===== config.mk =====
export PLATFORM = sky130hd
export DESIGN_NAME = multicycle_ctrl
export DESIGN_NICKNAME = d
export VERILOG_FILES = /design/src/rtl/rv_ctrl_pkg.sv /design/src/rtl/mem_wait_timer.sv /design/src/rtl/multicycle_ctrl.sv
export SDC_FILE = /design/constraint.sdc
export NUM_CORES = 1
export LEC_CHECK = 0
export BUFFER_PORTS_ARGS = -buffer_cell sky130_fd_sc_hd__buf_4
export CORE_UTILIZATION = 30
export DETAILED_ROUTE_END_ITERATION = 7
export PLACE_DENSITY_LB_ADDON = 0.08
export SLEW_MARGIN = 20
export SYNTH_ARGS = -nofsm -noshare
export SYNTH_HDL_FRONTEND = slang
export SYNTH_HIERARCHICAL = 1
export SYNTH_SLANG_ARGS = --single-unit
export TNS_END_PERCENT = 10

===== constraint.sdc =====
create_clock -name clk -period 2.3 [get_ports clk]
set_input_delay 0.46 -clock clk [delete_from_list [all_inputs] [get_ports clk]]
set_output_delay 0.46 -clock clk [all_outputs]
set_load 0.01 [all_outputs]

===== src/rtl/rv_ctrl_pkg.sv =====
// rtl/rv_ctrl_pkg.sv - shared types and constants for the multi-cycle sequencer
package rv_ctrl_pkg;

    typedef enum logic [2:0] {
        FETCH,
        DECODE,
        EXEC,
        MEM,
        WB,
        TRAP
    } stateT;

    typedef enum logic [2:0] {
        CLS_ILL,
        CLS_R,
        CLS_I,
        CLS_LD,
        CLS_ST,
        CLS_BR
    } instrClassT;

    localparam logic [6:0] OP_R  = 7'b0110011;
    localparam logic [6:0] OP_I  = 7'b0010011;
    localparam logic [6:0] OP_LD = 7'b0000011;
    localparam logic [6:0] OP_ST = 7'b0100011;
    localparam logic [6:0] OP_BR = 7'b1100011;

    localparam logic [1:0] ALU_ADD   = 2'b00;
    localparam logic [1:0] ALU_LDST  = 2'b01;
    localparam logic [1:0] ALU_RTYPE = 2'b10;
    localparam logic [1:0] ALU_SUB   = 2'b11;

    localparam logic [1:0] CAUSE_NONE    = 2'b00;
    localparam logic [1:0] CAUSE_ILLEGAL = 2'b01;
    localparam logic [1:0] CAUSE_TIMEOUT = 2'b10;

    function automatic instrClassT decodeClass(input logic [6:0] op);
        case (op)
            OP_R:    return CLS_R;
            OP_I:    return CLS_I;
            OP_LD:   return CLS_LD;
            OP_ST:   return CLS_ST;
            OP_BR:   return CLS_BR;
            default: return CLS_ILL;
        endcase
    endfunction

endpackage


===== src/rtl/mem_wait_timer.sv =====
// rtl/mem_wait_timer.sv - counts stalled memory cycles and flags a timeout
module mem_wait_timer #(
    parameter int WAIT_LIMIT = 16
) (
    input  logic clk,
    input  logic rst_n,
    input  logic reqActive,
    input  logic memReady,
    output logic timeout,
    output logic waiting
);

    localparam int CW = (WAIT_LIMIT > 2) ? $clog2(WAIT_LIMIT) : 1;
    localparam logic [CW-1:0] LAST = CW'(WAIT_LIMIT - 1);

    logic [CW-1:0] waitCnt;

    // Saturates at LAST; the controller leaves the request state on that edge anyway.
    always_ff @(posedge clk or negedge rst_n) begin
        if (!rst_n) begin
            waitCnt <= '0;
        end else if (!reqActive || memReady) begin
            waitCnt <= '0;
        end else if (waitCnt != LAST) begin
            waitCnt <= waitCnt + CW'(1);
        end
    end

    assign timeout = reqActive && !memReady && (waitCnt == LAST);
    assign waiting = (waitCnt != '0);

endmodule


===== src/rtl/multicycle_ctrl.sv =====
// rtl/multicycle_ctrl.sv - FETCH/DECODE/EXEC/MEM/WB sequencer with trap handling
module multicycle_ctrl
    import rv_ctrl_pkg::*;
#(
    parameter int WAIT_LIMIT = 16,
    parameter int CNT_W      = 32
) (
    input  logic             clk,
    input  logic             rst_n,
    input  logic             Run,
    input  logic [6:0]       Opcode,
    input  logic             Zero,
    input  logic             MemReady,
    output logic             MemRead,
    output logic             MemWrite,
    output logic             IorD,
    output logic             IRWrite,
    output logic             PCWrite,
    output logic             PCSrc,
    output logic             ALUSrc,
    output logic [1:0]       ALUOp,
    output logic             MemtoReg,
    output logic             RegWrite,
    output logic             Retire,
    output logic [CNT_W-1:0] RetireCnt,
    output logic             Trap,
    output logic [1:0]       TrapCause
);

    stateT      state;
    instrClassT cls;
    logic [1:0] trapCause;
    logic       fetchWaiting;
    logic       fetchReq;
    logic       memReq;
    logic       timeout;
    logic       retireNow;

    // A fetch that has already stalled stays requested even if Run drops.
    assign fetchReq  = (state == FETCH) && (Run || fetchWaiting);
    assign memReq    = (state == MEM);
    assign retireNow = (state == WB)
                    || ((state == EXEC) && (cls == CLS_BR))
                    || ((state == MEM) && (cls == CLS_ST) && MemReady);

    mem_wait_timer #(.WAIT_LIMIT(WAIT_LIMIT)) u_timer (
        .clk      (clk),
        .rst_n    (rst_n),
        .reqActive(fetchReq || memReq),
        .memReady (MemReady),
        .timeout  (timeout),
        .waiting  (fetchWaiting)
    );

    always_ff @(posedge clk or negedge rst_n) begin
        if (!rst_n) begin
            state     <= FETCH;
            cls       <= CLS_ILL;
            trapCause <= CAUSE_NONE;
            RetireCnt <= '0;
        end else begin
            if (retireNow) begin
                RetireCnt <= RetireCnt + CNT_W'(1);
            end
            case (state)
                FETCH: begin
                    if (timeout) begin
                        state     <= TRAP;
                        trapCause <= CAUSE_TIMEOUT;
                    end else if (fetchReq && MemReady) begin
                        state <= DECODE;
                    end
                end
                DECODE: begin
                    cls <= decodeClass(Opcode);
                    if (decodeClass(Opcode) == CLS_ILL) begin
                        state     <= TRAP;
                        trapCause <= CAUSE_ILLEGAL;
                    end else begin
                        state <= EXEC;
                    end
                end
                EXEC: begin
                    case (cls)
                        CLS_BR:         state <= FETCH;
                        CLS_LD, CLS_ST: state <= MEM;
                        default:        state <= WB;
                    endcase
                end
                MEM: begin
                    if (timeout) begin
                        state     <= TRAP;
                        trapCause <= CAUSE_TIMEOUT;
                    end else if (MemReady) begin
                        state <= (cls == CLS_LD) ? WB : FETCH;
                    end
                end
                WB:      state <= FETCH;
                TRAP:    state <= TRAP;
                default: state <= FETCH;
            endcase
        end
    end

    // Gated by rst_n so an in-flight request vanishes the moment reset asserts.
    always_comb begin
        MemRead   = 1'b0;
        MemWrite  = 1'b0;
        IorD      = 1'b0;
        IRWrite   = 1'b0;
        PCWrite   = 1'b0;
        PCSrc     = 1'b0;
        ALUSrc    = 1'b0;
        ALUOp     = ALU_ADD;
        MemtoReg  = 1'b0;
        RegWrite  = 1'b0;
        Retire    = 1'b0;
        Trap      = 1'b0;
        TrapCause = CAUSE_NONE;
        if (rst_n) begin
            Retire    = retireNow;
            TrapCause = trapCause;
            case (state)
                FETCH: begin
                    MemRead = fetchReq;
                    IRWrite = fetchReq && MemReady;
                    PCWrite = fetchReq && MemReady;
                end
                EXEC: begin
                    case (cls)
                        CLS_R: ALUOp = ALU_RTYPE;
                        CLS_I: ALUSrc = 1'b1;
                        CLS_LD, CLS_ST: begin
                            ALUOp  = ALU_LDST;
                            ALUSrc = 1'b1;
                        end
                        CLS_BR: begin
                            ALUOp   = ALU_SUB;
                            PCWrite = Zero;
                            PCSrc   = 1'b1;
                        end
                        default: ;
                    endcase
                end
                MEM: begin
                    IorD     = 1'b1;
                    ALUOp    = ALU_LDST;
                    ALUSrc   = 1'b1;
                    MemRead  = (cls == CLS_LD);
                    MemWrite = (cls == CLS_ST);
                end
                WB: begin
                    RegWrite = 1'b1;
                    MemtoReg = (cls == CLS_LD);
                end
                TRAP:    Trap = 1'b1;
                default: ;
            endcase
        end
    end

endmodule


==> results.txt <==
* Post-Syn Instances: 260
* Maximum ir drop on the vdd rail: 255 uV
- RSZ-0062 raised after global routing: true
* Initial Util: a little under a third
- Max-cap viol count: 0
* Status: complete, no violations
- Slowest-stage cell, CP: dfrtp_1
* Number of buffer cells added on primary ports: a little under 60
- For the final database, setup skew stands at between 10 and 15 ps.
- FILL cells: 815
- Antenna cell count: 0
* Relative slew slack: 66.0%
- Final WS setup: 73.5 ps
- Post-placement worst setup slack: 193 ps
- For this run, the total global-route usage over all layers was measured as 15.0%.
- Derived from the worst setup path, the maximum achievable clock frequency is 449 MHz.
* Number of enable flip-flop cells after synthesis: 0
* Count of unresolved DRC violations after routing: 0
- Counting instances in the post-synthesis netlist gives the leading cell types as dfrtp_1 (44), nand2_1 (26), nor2_1 (23), xor2_1 (17), xnor2_1 (15).
* Capturing element type of the critical path: output pin
- Peak fanout along the critical path: 3
- Final Hold Viols: 0
- The number of antenna violations at the first check in global routing is 0.
- Entering global routing, the biggest net connects 39 pins.
- Number of top-level design ports: 59
- The die is about 93 um wide.
* Pre-antenna DRT Iters: 4
- Worst Max-Slew Pin Slew: 509 ps
* Clock tree from TritonCTS: built
- At the end of routability-driven placement, the weighted congestion stood at roughly 0.82.
* Leading post-synthesis cells by cell area: dfrtp_1 (44%), xor2_1 (5.9%), xnor2_1 (5.2%), nand2_1 (3.9%), nor2_1 (3.4%)
* Clock period minus final worst setup slack: 2230 ps
- Die area: 8720 um2
- Number of routed nets with antenna violations: 0
- The critical path in this run is classified as reg2out.
* Fraction of registers with async set/reset: 100%
- For this block, the routed nets add up to 6.27 mm of wire.
- Maximum clock insertion buffer count: 2
* Worst path arrival time: 1770 ps
- Excluding fillers, the count of instances in the completed layout stands at 441.
* Worst skew pair latency: 290 ps
* M1 GR Usage: 21.1%
- Total clock sinks: 44
- Once the clock tree was built, the setup fixing pass inserted 0 buffers.
* Netlist area before placement: 2500 um2
* Post-synthesis to final-layout area growth: 32.7%
- Core Region: about 7900 um2
- The floorplan step set the die height to roughly 93 um.
- After detailed routing, the number of vias per cell comes to between 4 and 5.
- Global routing finished with a remaining overflow of 0.
- Power density over cell area: 660 nW/um2
- The most numerous cell type found on the critical path is buf_4.
- Setup violations remaining at the end of the flow were counted as 0.
- Cell leakage power: 1.54 nW
- Summed over all nets, the half-perimeter wirelength after detailed placement is 4.57 mm.
* Data required, critical path: 1840 ps
- Including well taps, the total number of placed cells is 432.
- Synthesis inferred 44 register bits.
* Net count of the mapped netlist: 275
* Area leader, netlist: dfrtp_1
- Master cell of the clock root buffer: clkbuf_8
* Final standard cell utilization of the core: ~42%
- The number of max-slew violations in the final report was 0.
* Clk slew on worst S/H paths: 90 ps
* Post-synth top flop: dfrtp_1
- Most common cell in the netlist: dfrtp_1
* Avg WL per Cell: 14.2 um
- For this run, global-route usage on met3 was measured as 2.85%.
- After synthesis, the largest area contributor takes up ~44% of total cell area.
- Wire length of the first global-routing pass: just over 10 mm
* Final-stage net count: 353
- The Yosys step of the flow raised 6 warnings.
- Synth Area per Inst: 9.63 um2
- In the final layout, the share of cells above drive strength 1 is 31.9%.
- Layer with the highest usage: met2
- Drt first-iter violations: 115
- STA classifies the critical path startpoint as a flip-flop.
- Min-delay worst type: in2reg
- Largest stage delay on the critical path: 370 ps
- The H-tree was split into 2 levels.
- Core Rows: 32
- TritonCTS created 5 clock buffers.
- Adding up every negative setup slack in the final design gives 0 ps.
* CP Cell Sequence: inv_2 -> ha_4 -> nand2_2 -> nor2_2 -> nor4_4 -> buf_4 -> a22oi_2 -> nor4b_2 -> buf_4
* Crit share post-route: 96.8%
* Via count of the routed design: 2,187
- The synthesized netlist contains 55 unique library cells.
* Met2 global-route usage: 23.8%
- Vias in the first global route: slightly above 2,000
* Total power: around 0.0022 W
- Sequential area share after synthesis: ~44%
[critical path: cells and delay by family, from the launching register on]
family,cells,cell delay [ps]
AO/OA/AOI/OAI,1,80
adder cells (fa/ha/maj),1,150
buffers and inverters,3,390
flip-flops,1,370
AND/OR/NAND/NOR,4,490
[per-stage QoR]
step                      area (um2)  hold WS, ps
after global placement          3160          318
after detailed placement        3160          314
after floorplan                 2500          164
after global routing            3320          390
final                           3320          380
after CTS                       3280          378
[path summary, 6_finish.rpt]
kind	start	endpoint	slack (ps)	cells after the start
setup / recovery	u_timer/waitCnt[0]	PCWrite	70	9
hold / removal	Opcode[5]	cls[1]	380	2
setup reg to reg	state[0]	cls[1]	230	5
hold reg to reg	RetireCnt[31]	RetireCnt[31]	490	1
max in group asynchronous	rst_n	state[2]	1040	3
min in group asynchronous	rst_n	cls[1]	530	2
[power breakdown]
group | leakage, nW | switching (W) | internal, W | total (W)
Clock | 0.0510 | 0.000269 | 0.000240 | 0.000509
Combinational | 0.902 | 0.000395 | 0.000337 | 0.000733
Sequential | 0.589 | 0.000106 | 0.000844 | 0.000950
Total | 1.54 | 0.000770 | 0.00142 | 0.00219
[routing by layer]
metal	share of wire, %	vias to the layer above
met5	0	-
met4	0.92	0
met3	4.9	7
met2	47	58
met1	47	1040
li1	-	1082
[cell usage in the layout, fill, tap and decap left out, types with 3 or more instances in the layout]
master	n
dfrtp_1	42
xnor2_1	15
nor2_1	22
and3_1	7
xor2_1	17
nor3_1	11
nand2_1	25
nor2b_1	6
inv_2	3
and2_1	5
and4_1	4
clkbuf_8	6
buf_4	74
nand4_1	8
a21oi_1	7
nand2b_1	6
o21ai_0	7
nand3_1	12
inv_1	7
a31oi_1	3
[sequential cells by signal (all words and copies together), names as in the netlist]
signal	flops
RetireCnt	32
u_timer/waitCnt	4
cls	3
state	3
trapCause	2
[layout make-up]
type / instances / area (um2) / area share, %
Tap cell: 102 / 128 / 3.84
Inverter: 10 / 37.5 / 1.13
Clock inverter: 2 / 10.0 / 0.301
Clock buffer: 6 / 82.6 / 2.48
Timing Repair Buffer: 76 / 577 / 17.4
Multi-Input combinational cell: 201 / 1390 / 41.7
Sequential cell: 44 / 1100 / 33.2
[cells by family after synthesis]
| logic type | Yosys count | share of synthesized area [%] |
|---|---|---|
| compound gates | 39 | 12.1 |
| xor+xnor | 32 | 11.2 |
| fa+ha+maj | 3 | 1.50 |
| buf+inv | 15 | 2.70 |
| flops | 44 | 44.0 |
| mux | 3 | 1.30 |
| simple gates | 124 | 27.2 |
[what timing repair did]
| item | CTS | global route |
|---|---|---|
| gates cloned | 0 | 0 |
| endpoints found under the hold margin | 6 | 0 |
| hold buffers | 1 | 0 |
| endpoints found under the setup margin | 1 | 4 |
| gates resized for setup | 2 | 13 |
No activity file was read; power rests on OpenSTA's default activity.
